File: src/rtl/muldiv_unit.sv
// Iterative RV32M multiply/divide unit: radix-2 shift-add multiply and restoring
// divide on operand magnitudes, one bit per cycle, with sign fix-up at the end.
module muldiv_unit #(
    parameter int DATA_WIDTH = 32
) (
    input  logic                  clk,
    input  logic                  rst_n,
    input  logic                  start,
    input  logic [2:0]            funct3,
    input  logic [DATA_WIDTH-1:0] op_a,
    input  logic [DATA_WIDTH-1:0] op_b,
    output logic                  busy,
    output logic                  done,
    output logic [DATA_WIDTH-1:0] result
);
    localparam int N  = DATA_WIDTH;
    localparam int CW = $clog2(DATA_WIDTH);

    typedef enum logic [1:0] {IDLE, CALC, FIX, DONE} state_t;
    state_t state;

    logic [N-1:0]  hi, lo, opnd;
    logic [CW-1:0] cnt;
    logic [2:0]    fn;
    logic          neg_a, neg_b;

    logic          is_div, a_signed, b_signed, sa, sb, special;
    logic [N-1:0]  mag_a, mag_b, special_res;

    always_comb begin
        is_div   = funct3[2];
        a_signed = is_div ? !funct3[0] : (funct3[1:0] != 2'b11);
        b_signed = is_div ? !funct3[0] : !funct3[1];
        sa       = a_signed & op_a[N-1];
        sb       = b_signed & op_b[N-1];
        mag_a    = sa ? -op_a : op_a;
        mag_b    = sb ? -op_b : op_b;
        special     = 1'b0;
        special_res = '0;
        if (is_div && op_b == '0) begin
            special     = 1'b1;
            special_res = funct3[1] ? op_a : '1;
        end else if (is_div && !funct3[0] && op_a == {1'b1, {(N-1){1'b0}}} && op_b == '1) begin
            special     = 1'b1;
            special_res = funct3[1] ? '0 : op_a;
        end
    end

    // Divide step: the shifted partial remainder's top bit is hi[N-1]; if set, it
    // certainly exceeds the divisor, so an N-bit subtract is sufficient.
    logic [N:0]   mul_sum;
    logic [N-1:0] div_shift, div_diff;
    logic         div_ge;

    always_comb begin
        mul_sum   = {1'b0, hi} + (lo[0] ? {1'b0, opnd} : '0);
        div_shift = {hi[N-2:0], lo[N-1]};
        div_ge    = hi[N-1] | (div_shift >= opnd);
        div_diff  = div_shift - opnd;
    end

    logic [2*N-1:0] prod, prod_s;
    logic [N-1:0]   quo_s, rem_s, fix_res;

    always_comb begin
        prod   = {hi, lo};
        prod_s = (neg_a ^ neg_b) ? -prod : prod;
        quo_s  = (neg_a ^ neg_b) ? -lo : lo;
        rem_s  = neg_a ? -hi : hi;
        case (fn)
            3'b000:                 fix_res = prod_s[N-1:0];
            3'b001, 3'b010, 3'b011: fix_res = prod_s[2*N-1:N];
            3'b100, 3'b101:         fix_res = quo_s;
            default:                fix_res = rem_s;
        endcase
    end

    always_ff @(posedge clk) begin
        if (!rst_n) begin
            state  <= IDLE;
            busy   <= 1'b0;
            done   <= 1'b0;
            result <= '0;
            hi     <= '0;
            lo     <= '0;
            opnd   <= '0;
            cnt    <= '0;
            fn     <= '0;
            neg_a  <= 1'b0;
            neg_b  <= 1'b0;
        end else begin
            done <= 1'b0;
            case (state)
                IDLE, DONE: begin
                    if (start) begin
                        fn    <= funct3;
                        neg_a <= sa;
                        neg_b <= sb;
                        if (special) begin
                            result <= special_res;
                            done   <= 1'b1;
                            state  <= DONE;
                        end else begin
                            busy  <= 1'b1;
                            cnt   <= CW'(N - 1);
                            hi    <= '0;
                            lo    <= is_div ? mag_a : mag_b;
                            opnd  <= is_div ? mag_b : mag_a;
                            state <= CALC;
                        end
                    end else begin
                        state <= IDLE;
                    end
                end
                CALC: begin
                    if (fn[2]) begin
                        hi <= div_ge ? div_diff : div_shift;
                        lo <= {lo[N-2:0], div_ge};
                    end else begin
                        hi <= mul_sum[N:1];
                        lo <= {mul_sum[0], lo[N-1:1]};
                    end
                    if (cnt == '0) state <= FIX;
                    else           cnt   <= cnt - 1'b1;
                end
                FIX: begin
                    result <= fix_res;
                    busy   <= 1'b0;
                    done   <= 1'b1;
                    state  <= DONE;
                end
                default: state <= IDLE;
            endcase
        end
    end

endmodule

File: config.mk
export PLATFORM = sky130hd
export DESIGN_NAME = muldiv_unit
export DESIGN_NICKNAME = d
export VERILOG_FILES = /design/src/rtl/muldiv_unit.sv
export SDC_FILE = /design/constraint.sdc
export NUM_CORES = 1
export LEC_CHECK = 0
export ABC_AREA = 0
export BUFFER_PORTS_ARGS = -buffer_cell sky130_fd_sc_hd__buf_2
export CAP_MARGIN = 5
export CELL_PAD_IN_SITES_DETAIL_PLACEMENT = 1
export CELL_PAD_IN_SITES_GLOBAL_PLACEMENT = 1
export CORE_ASPECT_RATIO = 0.5
export CORE_MARGIN = 10
export CORE_UTILIZATION = 49
export DETAILED_ROUTE_END_ITERATION = 10
export HOLD_SLACK_MARGIN = 0.08
export PLACE_DENSITY_LB_ADDON = 0.1
export SLEW_MARGIN = 40
export SYNTH_ARGS = -nofsm -noshare
export SYNTH_HDL_FRONTEND = slang
export SYNTH_SLANG_ARGS = --single-unit
File: constraint.sdc
create_clock -name clk -period 5.08 [get_ports clk]
set_input_delay 0.508 -clock clk [delete_from_list [all_inputs] [get_ports clk]]
set_output_delay 0.508 -clock clk [all_outputs]
set_load 0.02 [all_outputs]
==> flow_metrics.env <==
export IMPL_ctsHoldBuffers=0
export IMPL_postSynthCellCount=2148
export IMPL_routabilityCongestion=0.985
export IMPL_final_area_um2=16100
export IMPL_io_pins=104
export IMPL_required_ps=5430
export IMPL_grt_pass1_vias=16400
export IMPL_yosys_cell_types_count=87
export IMPL_worst_setup_path_start_kind="register"
export IMPL_cts_tree="built"
export IMPL_total_power_mw=7.08
export IMPL_p_sw_share_pct=51.4
export IMPL_synth_area_leader_cell="dfxtp_1"
export IMPL_synth_xor_area_share_pct=10.4
export IMPL_critPathArrivalTime_ps=4550
export IMPL_p_clk_share_pct=17.9
export IMPL_synthAdderAreaFrac_pct=6.43
export IMPL_power_switching_mw=3.64
export IMPL_layout_drive_gt1_share_pct=10.6
export IMPL_setup_ws_ps=878
export IMPL_core_area_um2=29400
export IMPL_fp_dieW_um=266
export IMPL_slew_viol_final=0
export IMPL_syn_cell_area_um2=14800
export IMPL_rr_startpoint="lo[0]"
export IMPL_ys_seq_area_share_pct=19.2
export IMPL_intPower_mw=3.44
export IMPL_drc_errors=0
export IMPL_grt_setup_unrepaired="false"
export IMPL_worst_slew_pin_slew_ps=873
export IMPL_whs_path_depth=3
export IMPL_routed_wl_um=64900
export IMPL_pwr_share_seq_pct=25.4
export IMPL_fin_nets=2303
export IMPL_grt_ovfl_total=0
export IMPL_pre_cts_slack_ps=899
export IMPL_synthSimpleGateAreaFrac_pct=23.3
export IMPL_syn_nets=2293
export IMPL_portBuffers=103
export IMPL_numCtsBuffers=17
export IMPL_synthMuxAreaShare_pct=4.22
export IMPL_start_util_pct=50.4
export IMPL_fin_util_pct=54.9
export IMPL_clk_latency_ps=460
export IMPL_multi_input_area_um2=11100
export IMPL_whs_ps=400
export IMPL_ys_ff_latch=142
export IMPL_stdcell_count=2561
export IMPL_clockRootBuffer="clkbuf_16"
export IMPL_post_dp_cell_area_um2=15600
export IMPL_nFillCells=3928
export IMPL_ys_warn_count=0
export IMPL_synth_compound_area_share_pct=30.2
export IMPL_fin_worst_skew_ps=11.4
export IMPL_grt_max_degree=67
export IMPL_dr_pass1_iters=7
export IMPL_rr_endpoint="hi[31]"
export IMPL_register_area_um2=2840
export IMPL_hold_class="in2reg"
export IMPL_worstPathCellList="clkinv_1 -> buf_4 -> nor2_1 -> ha_1 -> o21a_1 -> o221a_2 -> o211a_1 -> o21ai_0 -> or3_1 -> a31oi_1 -> a221oi_1 -> o31ai_1 -> a32o_1"
export IMPL_wl_per_cell_um=25.3
export IMPL_antenna_found_initial=2
export IMPL_hold_start="start"
export IMPL_dp_cells=2530
export IMPL_fin_crit_sh_pct=82.7
export IMPL_row_count=44
export IMPL_end_kind="register"
export IMPL_ys_flop_type="dfxtp_1"
export IMPL_powerDensity_nw_per_um2=439
export IMPL_status="complete, no violations"
export IMPL_period_needed_ps=4200
export IMPL_grt_pass1_wl_um=99000
export IMPL_async_flop_share_pct=0
export IMPL_first_iter_violations=2297
export IMPL_routed_via_density=6.69
export IMPL_rrSetupSlack_ps=880
export IMPL_syn_to_final_growth_pct=8.84
export IMPL_leakage_nw=6.48
export IMPL_synth_top_area_share_pct=19.2
export IMPL_min_to="fn[1]"
export IMPL_max_slew_margin_rel_pct=41.5
export IMPL_cts_resized_gates=0
export IMPL_setup_tns_ps=0
export IMPL_vias=17100
export IMPL_ff2ff_path_depth=13
export IMPL_slowest_stage="a221oi_1"
export IMPL_postRouteAntennaNets=0
export IMPL_vdd_ir_drop_max_v=0.000261
export IMPL_cts_clk_slew_worst_paths_ps=70
export IMPL_dp_hpwl_um=49600
export IMPL_dieArea_um2=38000
export IMPL_path_delay_family="compound AO/OA/AOI/OAI gates"
export IMPL_drv_cap=0
export IMPL_critPathKind="reg2reg"
export IMPL_cts_sinks=142
export IMPL_hold_viol_final=0
export IMPL_critPathMaxStageDelay_ps=640
export IMPL_syn_area_per_cell_um2=6.90
export IMPL_synthTopCellsByArea="dfxtp_1, o21ai_0, a21oi_1"
export IMPL_post_cts_buffers=0
export IMPL_synth_top_family_by_area="compound AO/OA/AOI/OAI gates"
export IMPL_worst_path_max_fanout=26
export IMPL_cp_buffers_inverters=2
export IMPL_cts_path_max_buffers=2
export IMPL_cts_htree_levels=4
export IMPL_groute_usage_overall_pct=33.2
export IMPL_synth_edf_count=0
export IMPL_max_freq_mhz=238
export IMPL_setup_violations=0
export IMPL_diodes=0
export IMPL_p_comb_share_pct=56.7
export IMPL_dieHeight_um=143
layout by cell type, fill, tap and decap left out, types with 17 or more instances in the layout:
cell type,netlist,final
o22ai_1,18,18
nand4_1,20,20
mux2i_1,49,49
o31ai_1,18,18
o211ai_1,27,27
buf_4,0,40
and3_1,18,18
a21oi_1,210,210
or4_1,20,20
o21ai_0,211,211
a31oi_1,43,43
nor4_1,28,28
buf_2,14,103
nor3_1,66,66
clkbuf_16,0,17
dfxtp_1,142,141
inv_1,84,83
xnor2_1,106,105
a22oi_1,18,18
a211oi_1,47,45
nand2b_1,24,24
nor2_1,226,225
xor2_1,70,69
nand3_1,47,47
a21o_1,29,28
ha_1,73,72
or3_1,20,20
nand2_1,192,191
flip-flops by register name (all words and copies together) (netlist names):
| register | flops |
|---|---|
| hi | 32 |
| lo | 32 |
| opnd | 32 |
| result | 32 |
| cnt | 5 |
| fn | 3 |
| state | 2 |
| busy | 1 |
| done | 1 |
| neg_a | 1 |
| neg_b | 1 |
layer usage:
metal | track usage (%) | up-vias | part of all wire (%)
li1 | - | 7810 | -
met1 | 47.3 | 8353 | 46
met2 | 47.4 | 869 | 40
met3 | 10.5 | 110 | 12
met4 | 7.51 | 2 | 2.0
met5 | 0 | - | 0.019
worst register-to-register path, delay by kind of cell (launching register included):
kind | cells | cell delay (ps)
AOI/OAI and AO/OA | 8 | 2310
buffers and inverters | 2 | 670
DFF | 1 | 430
and+or+nand+nor | 2 | 360
adders and majority gates | 1 | 310
logic make-up after synthesis:
family,Yosys count
AND/OR/NAND/NOR,726
adder cells (fa/ha/maj),75
buffers and inverters,239
flip-flops,142
multiplexers,61
AO/OA/AOI/OAI,729
XOR/XNOR,176
power by group through the flow:
stage | Combinational (mW) | Sequential, mW | Clock, mW
floorplan | 2.75 | 1.63 | 0
detailed placement | 3.83 | 1.79 | 0
global placement | 3.74 | 1.78 | 0
finish | 4.02 | 1.80 | 1.27
CTS | 3.88 | 1.77 | 1.26
global route | 4.32 | 1.82 | 1.31
cells in the mapped netlist (4+ instances only):
master,number
a21oi_1,210
nor4_1,28
a32oi_1,5
o21bai_1,8
xor2_1,70
xnor2_1,106
o41ai_1,8
nor3_1,66
o221ai_1,12
nand2b_1,24
o31ai_1,18
o211ai_1,27
o22ai_1,18
nor2b_1,11
nand3_1,47
dfxtp_1,142
a211oi_1,47
a311oi_1,5
nor2_1,226
buf_2,14
inv_1,84
nand4_1,20
and3_1,18
ha_1,73
or2_2,14
or4_1,20
a221o_1,6
a2111oi_0,5
o21ai_0,211
and4_1,4
o21a_1,13
a22oi_1,18
mux2i_1,49
buf_1,5
clkbuf_1,129
mux2_2,12
and2_1,13
nand2_1,192
a211o_1,6
or3_1,20
a31oi_1,43
a21o_1,29
worst max path at each step:
stage / end / slack (ps) / cells past startpoint / from
after floorplan: hi[31] / 1590 / 14 / hi[0]
after CTS: hi[31] / 1000 / 13 / lo[0]
after global placement: hi[8] / 1010 / 13 / op_a[0]
final: hi[31] / 880 / 13 / lo[0]
after detailed placement: hi[8] / 900 / 13 / op_a[0]
after global routing: hi[31] / 680 / 13 / lo[0]
layout make-up:
cell class / instances / share of cell area, %
inverters: 87 / 2.02
flip-flops and latches: 142 / 17.6
well taps: 391 / 3.03
repair buffers: 143 / 5.06
clock buffers: 19 / 2.75
multi-input cells: 1767 / 68.8
clock inverters: 12 / 0.698
(Power assumes the default switching activity.)
